<file path="config.mk">
export PLATFORM = sky130hd
export DESIGN_NAME = fifo_word_serializer
export DESIGN_NICKNAME = d
export VERILOG_FILES = /design/src/rtl/fifo_word_serializer.sv
export SDC_FILE = /design/constraint.sdc
export NUM_CORES = 1
export LEC_CHECK = 0
export ABC_AREA = 1
export BUFFER_PORTS_ARGS = -buffer_cell sky130_fd_sc_hd__clkbuf_2
export CORE_ASPECT_RATIO = 0.5
export CORE_MARGIN = 2
export CORE_UTILIZATION = 54
export CTS_CLUSTER_SIZE = 10
export DETAILED_ROUTE_END_ITERATION = 10
export PLACE_DENSITY = 0.84
export REMOVE_ABC_BUFFERS = 1
export SYNTH_ARGS = -nofsm -noshare
export SYNTH_HDL_FRONTEND = slang
export SYNTH_SLANG_ARGS = --single-unit
</file>
<file path="constraint.sdc">
create_clock -name clk -period 1.7 [get_ports clk]
set_clock_uncertainty 0.1 [all_clocks]
set_input_delay 0.17 -clock clk [delete_from_list [all_inputs] [get_ports clk]]
set_output_delay 0.17 -clock clk [all_outputs]
set_load 0.01 [all_outputs]
</file>
<file path="src/rtl/fifo_word_serializer.sv">
// Pops IN_WIDTH-bit FIFO words and emits them as IN_WIDTH/OUT_WIDTH narrow valid/ready beats.
// Define SER_MSB_FIRST_EN to emit the most-significant slice of each word first.
module fifo_word_serializer #(
    parameter int IN_WIDTH  = 64,
    parameter int OUT_WIDTH = 16
) (
    input  logic                 clk,
    input  logic                 rst,
    input  logic                 in_valid,
    output logic                 in_ready,
    input  logic [IN_WIDTH-1:0]  in_data,
    output logic                 out_valid,
    input  logic                 out_ready,
    output logic [OUT_WIDTH-1:0] out_data,
    output logic                 out_last,
    output logic                 busy
);

    localparam int RATIO = IN_WIDTH / OUT_WIDTH;
    localparam int CNT_W = $clog2(RATIO);
    localparam logic [CNT_W-1:0] LAST_CNT = CNT_W'(RATIO - 1);

    typedef enum logic {IDLE, SHIFT} state_t;

    state_t                state;
    logic [IN_WIDTH-1:0]   hold;
    logic [CNT_W-1:0]      cnt;
    logic [OUT_WIDTH-1:0]  slices [RATIO];

    // Beat k of the held word; out_data is a pure mux of registered state.
    for (genvar k = 0; k < RATIO; k++) begin : g_slice
`ifdef SER_MSB_FIRST_EN
        assign slices[k] = hold[IN_WIDTH-1-k*OUT_WIDTH -: OUT_WIDTH];
`else
        assign slices[k] = hold[k*OUT_WIDTH +: OUT_WIDTH];
`endif
    end

    assign out_data  = slices[cnt];
    assign out_valid = (state == SHIFT);
    assign out_last  = (state == SHIFT) && (cnt == LAST_CNT);
    assign busy      = (state == SHIFT);
    assign in_ready  = (state == IDLE) || (out_last && out_ready);

    // A new word is loaded either from IDLE or on the accepted last beat, so
    // consecutive words stream without a bubble.
    always_ff @(posedge clk or negedge rst) begin
        if (!rst) begin
            state <= IDLE;
            cnt   <= '0;
            hold  <= '0;
        end else begin
            case (state)
                IDLE: begin
                    if (in_valid) begin
                        hold  <= in_data;
                        cnt   <= '0;
                        state <= SHIFT;
                    end
                end
                SHIFT: begin
                    if (out_ready) begin
                        if (cnt != LAST_CNT) begin
                            cnt <= cnt + 1'b1;
                        end else if (in_valid) begin
                            hold <= in_data;
                            cnt  <= '0;
                        end else begin
                            state <= IDLE;
                        end
                    end
                end
                default: state <= IDLE;
            endcase
        end
    end

endmodule

</file>
==> metrics.txt <==
# TYPE chip_impl_metric gauge
chip_impl_info{name="status",value="finished, violations left"} 1
chip_impl_info{name="violations_in_the_final_reports",value="negative hold slack, negative setup slack"} 1
chip_impl_metric{name="cp_data_arrival_time",unit="ns"} 1.45
chip_impl_metric{name="die-width",unit="µm"} 119
chip_impl_metric{name="ys_warn_count",unit=""} 0
chip_impl_info{name="post_synth_main_area_contributors",value="sky130_fd_sc_hd__dfrtp_1, sky130_fd_sc_hd__nand2_1, sky130_fd_sc_hd__nand4_1"} 1
chip_impl_metric{name="mappedNetlistArea",unit="µm²"} 3570
chip_impl_info{name="synth_area_leader_cell",value="sky130_fd_sc_hd__dfrtp_1"} 1
chip_impl_metric{name="post_route_cells_drive_above_1_share",unit="%"} 24.1
chip_impl_metric{name="detail_route.iter0.violations",unit=""} 350
chip_impl_metric{name="die_ht",unit="µm"} 61.5
chip_impl_info{name="synth_top_flop_cell",value="sky130_fd_sc_hd__dfrtp_1"} 1
chip_impl_metric{name="area.growth.synth_to_final",unit="%"} 33.6
chip_impl_metric{name="via_per_inst",unit=""} 5.35
chip_impl_info{name="synth.top_cells.by_count",value="sky130_fd_sc_hd__nand2_1, sky130_fd_sc_hd__dfrtp_1, sky130_fd_sc_hd__nand4_1"} 1
chip_impl_info{name="timing.setup.critical_path_class",value="reg2out"} 1
chip_impl_metric{name="gr_ovfl_total",unit=""} 0
chip_impl_metric{name="maxClockFrequency",unit="MHz"} 582
chip_impl_info{name="critical_path.startpoint",value="cnt[0]"} 1
chip_impl_metric{name="r2r_setup_slack",unit="ns"} 0.04
chip_impl_metric{name="fillCellCount",unit=""} 396
chip_impl_metric{name="clk_pin_slew",unit="ns"} 0.05
chip_impl_metric{name="drt-total-wl",unit="µm"} 9710
chip_impl_info{name="holdCritPathClass",value="in2reg"} 1
chip_impl_metric{name="cts-htree-levels",unit=""} 3
chip_impl_metric{name="maxCapViolations",unit=""} 0
chip_impl_metric{name="max_slew.worst_pin.slew",unit="ns"} 0.323
chip_impl_metric{name="power.density_cell_area",unit="nW/µm²"} 1740
chip_impl_metric{name="io_pins",unit=""} 88
chip_impl_metric{name="global_route.usage.total",unit="%"} 26.7
chip_impl_metric{name="ys_ff_latch",unit=""} 67
chip_impl_metric{name="synth-edff-count",unit=""} 0
chip_impl_metric{name="irDropWorstVdd",unit="V"} 0.000898
chip_impl_metric{name="layout.nets",unit=""} 633
chip_impl_metric{name="floorplan.die_area",unit="µm²"} 7330
chip_impl_metric{name="yosys.area.top_type_share",unit="%"} 46.9
chip_impl_info{name="timing.critical_path.from_type",value="register"} 1
chip_impl_metric{name="yosysSeqAreaShare",unit="%"} 46.9
chip_impl_metric{name="multiInputGateArea",unit="µm²"} 1430
chip_impl_metric{name="timing.final.crit_share",unit="%"} 101
chip_impl_info{name="cts_root_buf",value="sky130_fd_sc_hd__clkbuf_16"} 1
chip_impl_metric{name="routabilityCongestion",unit=""} 0.766
chip_impl_metric{name="start_util",unit="%"} 57.4
chip_impl_metric{name="synthCells",unit=""} 436
chip_impl_metric{name="fp.coreArea",unit="µm²"} 6230
chip_impl_metric{name="clock-sinks",unit=""} 67
chip_impl_metric{name="wl_per_cell",unit="µm"} 14.8
chip_impl_metric{name="slew-limit-headroom",unit="%"} 78.5
chip_impl_metric{name="final.setup.tns",unit="ns"} -0.0408
chip_impl_metric{name="finalWorstPathRequiredPeriod",unit="ns"} 1.72
chip_impl_metric{name="dpl.hpwl",unit="µm"} 5720
chip_impl_metric{name="clk_path_buf_depth",unit=""} 2
chip_impl_metric{name="cts_buf_count",unit=""} 9
chip_impl_info{name="end_kind",value="output port"} 1
chip_impl_info{name="unrepaired_setup_endpoints_after_global_routing",value="true"} 1
chip_impl_metric{name="layout_setup_ws",unit="ns"} -0.0172
chip_impl_metric{name="regArea",unit="µm²"} 1680
chip_impl_info{name="rr_startpoint",value="cnt[0]"} 1
chip_impl_metric{name="routed-via-count",unit=""} 3512
chip_impl_metric{name="fin_worst_hold_slack",unit="ns"} -0.00502
chip_impl_metric{name="via_count_of_the_first_global_routing_pass",unit=""} 3158
chip_impl_metric{name="clkLatencyLatePin",unit="ns"} 0.32
chip_impl_metric{name="diodes",unit=""} 0
chip_impl_metric{name="synthesis.area_per_instance",unit="µm²"} 8.20
chip_impl_metric{name="ys_types",unit=""} 15
chip_impl_metric{name="fp-row-count",unit=""} 20
chip_impl_metric{name="antenna_violations_before_repair",unit=""} 0
chip_impl_metric{name="total_leakage_power",unit="nW"} 2.62
chip_impl_metric{name="io_buffers",unit=""} 87
chip_impl_metric{name="finalHoldViolCount",unit=""} 1
chip_impl_metric{name="total_of_endpoints_with_negative_setup_slack_in_the_final_report",unit=""} 4
chip_impl_metric{name="final-max-slew-violation-count",unit=""} 0
chip_impl_metric{name="first_pass_iters",unit=""} 8
chip_impl_info{name="min_from",value="in_data[41]"} 1
chip_impl_info{name="synth.most_common_cell",value="sky130_fd_sc_hd__nand2_1"} 1
chip_impl_metric{name="critPathRequiredTime",unit="ns"} 1.43
chip_impl_metric{name="detail-route-antenna-nets",unit=""} 0
chip_impl_metric{name="worstPathMaxFanout",unit=""} 13
chip_impl_metric{name="drc",unit=""} 0
chip_impl_metric{name="largest_net_degree_at_the_start_of_global_routing",unit=""} 55
chip_impl_metric{name="fraction_of_registers_with_async_set_reset",unit="%"} 100
chip_impl_info{name="cts_tree",value="done"} 1
chip_impl_metric{name="first_pass_grt_wire_length",unit="µm"} 15000
[registers in the layout, summed over array words and instances (netlist names)]
| name | count |
|---|---|
| cnt | 2 |
| hold | 64 |
| busy | 1 |
[worst paths after layout]
check                                   end  cells past startpoint
worst max-delay path            out_data[3]                      6
worst min-delay path               hold[41]                      3
worst max register to register     hold[23]                      7
worst min register to register     hold[17]                      2
max in group asynchronous            cnt[0]                      3
min in group asynchronous          hold[63]                      2
[critical path, cell delays in order, from the launching register on]
cell	delay, ns
sky130_fd_sc_hd__dfrtp_2	0.45
sky130_fd_sc_hd__inv_6	0.12
sky130_fd_sc_hd__buf_12	0.15
sky130_fd_sc_hd__nand2_1	0.07
sky130_fd_sc_hd__o211ai_1	0.08
sky130_fd_sc_hd__nand2_1	0.11
sky130_fd_sc_hd__clkbuf_2	0.14
[cell families (layout without fill, tap and decap cells)]
family / after synthesis / count (layout) / share of synthesized area (%)
AOI/OAI and AO/OA: 33 / 33 / 6.86
adders and majority gates: 2 / 2 / 0.700
buffers and inverters: 78 / 210 / 13.1
DFF: 67 / 67 / 46.9
and+or+nand+nor: 256 / 256 / 32.4
[power by group]
part           switching [mW]  total, mW  internal, mW
clock network           0.614       1.68          1.06
registers               0.479       2.88          2.40
logic                    2.20       3.74          1.54
total                    3.29       8.29          5.00
[stage by stage]
step	instance area (µm²)	cells	total power [mW]	utilization (%)	setup slack, ns
5_1_grt	4780	656	8.89	76.7	-0.108
6_report	4780	656	8.29	76.7	-0.0172
2_1_floorplan	3250	397	4.79	-	-0.472
3_3_place_gp	3990	592	5.94	64.0	0.137
4_1_cts	4680	648	8.02	75.1	-0.0495
3_5_place_dp	3990	592	6.09	64.0	0.0452
[cells in the final DEF (no fill, tap or decap), types with 3 or more instances in the layout]
master                          Yosys  layout
sky130_fd_sc_hd__clkbuf_2           0      86
sky130_fd_sc_hd__dlygate4sd3_1      0      39
sky130_fd_sc_hd__buf_4              8      21
sky130_fd_sc_hd__dfrtp_1           67      65
sky130_fd_sc_hd__clkbuf_16          0      10
sky130_fd_sc_hd__buf_12             0       3
sky130_fd_sc_hd__inv_1             38      36
sky130_fd_sc_hd__clkbuf_1           4       3
sky130_fd_sc_hd__nand3_1            3       3
sky130_fd_sc_hd__nand4_1           66      66
sky130_fd_sc_hd__o211ai_1          32      32
sky130_fd_sc_hd__nand2_1          184     184
[what timing repair did]
item / 4_1_cts / 5_1_grt
gates cloned: 1 / 1
setup endpoints to repair: 14 / 76
setup buffers: 2 / 5
endpoints found under the hold margin: 51 / 2
hold buffers: 37 / 2
resized for setup: 4 / 7
[cell type report]
type | count | area share [%]
flip-flops and latches | 67 | 35.1
multi-input cells | 291 | 29.9
repair buffers | 155 | 23.7
clock buffers | 14 | 5.53
inverters | 39 | 3.17
well taps | 88 | 2.30
clock inverters | 2 | 0.210
[layer usage]
metal | GRT usage (%) | vias to the layer above | routed length [µm]
met1 | 34.7 | 1661 | 4040
met4 | 6.80 | 0 | 67
met2 | 47.2 | 130 | 4980
li1 | - | 1712 | -
met3 | 5.74 | 9 | 617
met5 | 0 | - | 0
No activity file was read; power rests on OpenSTA's default activity.
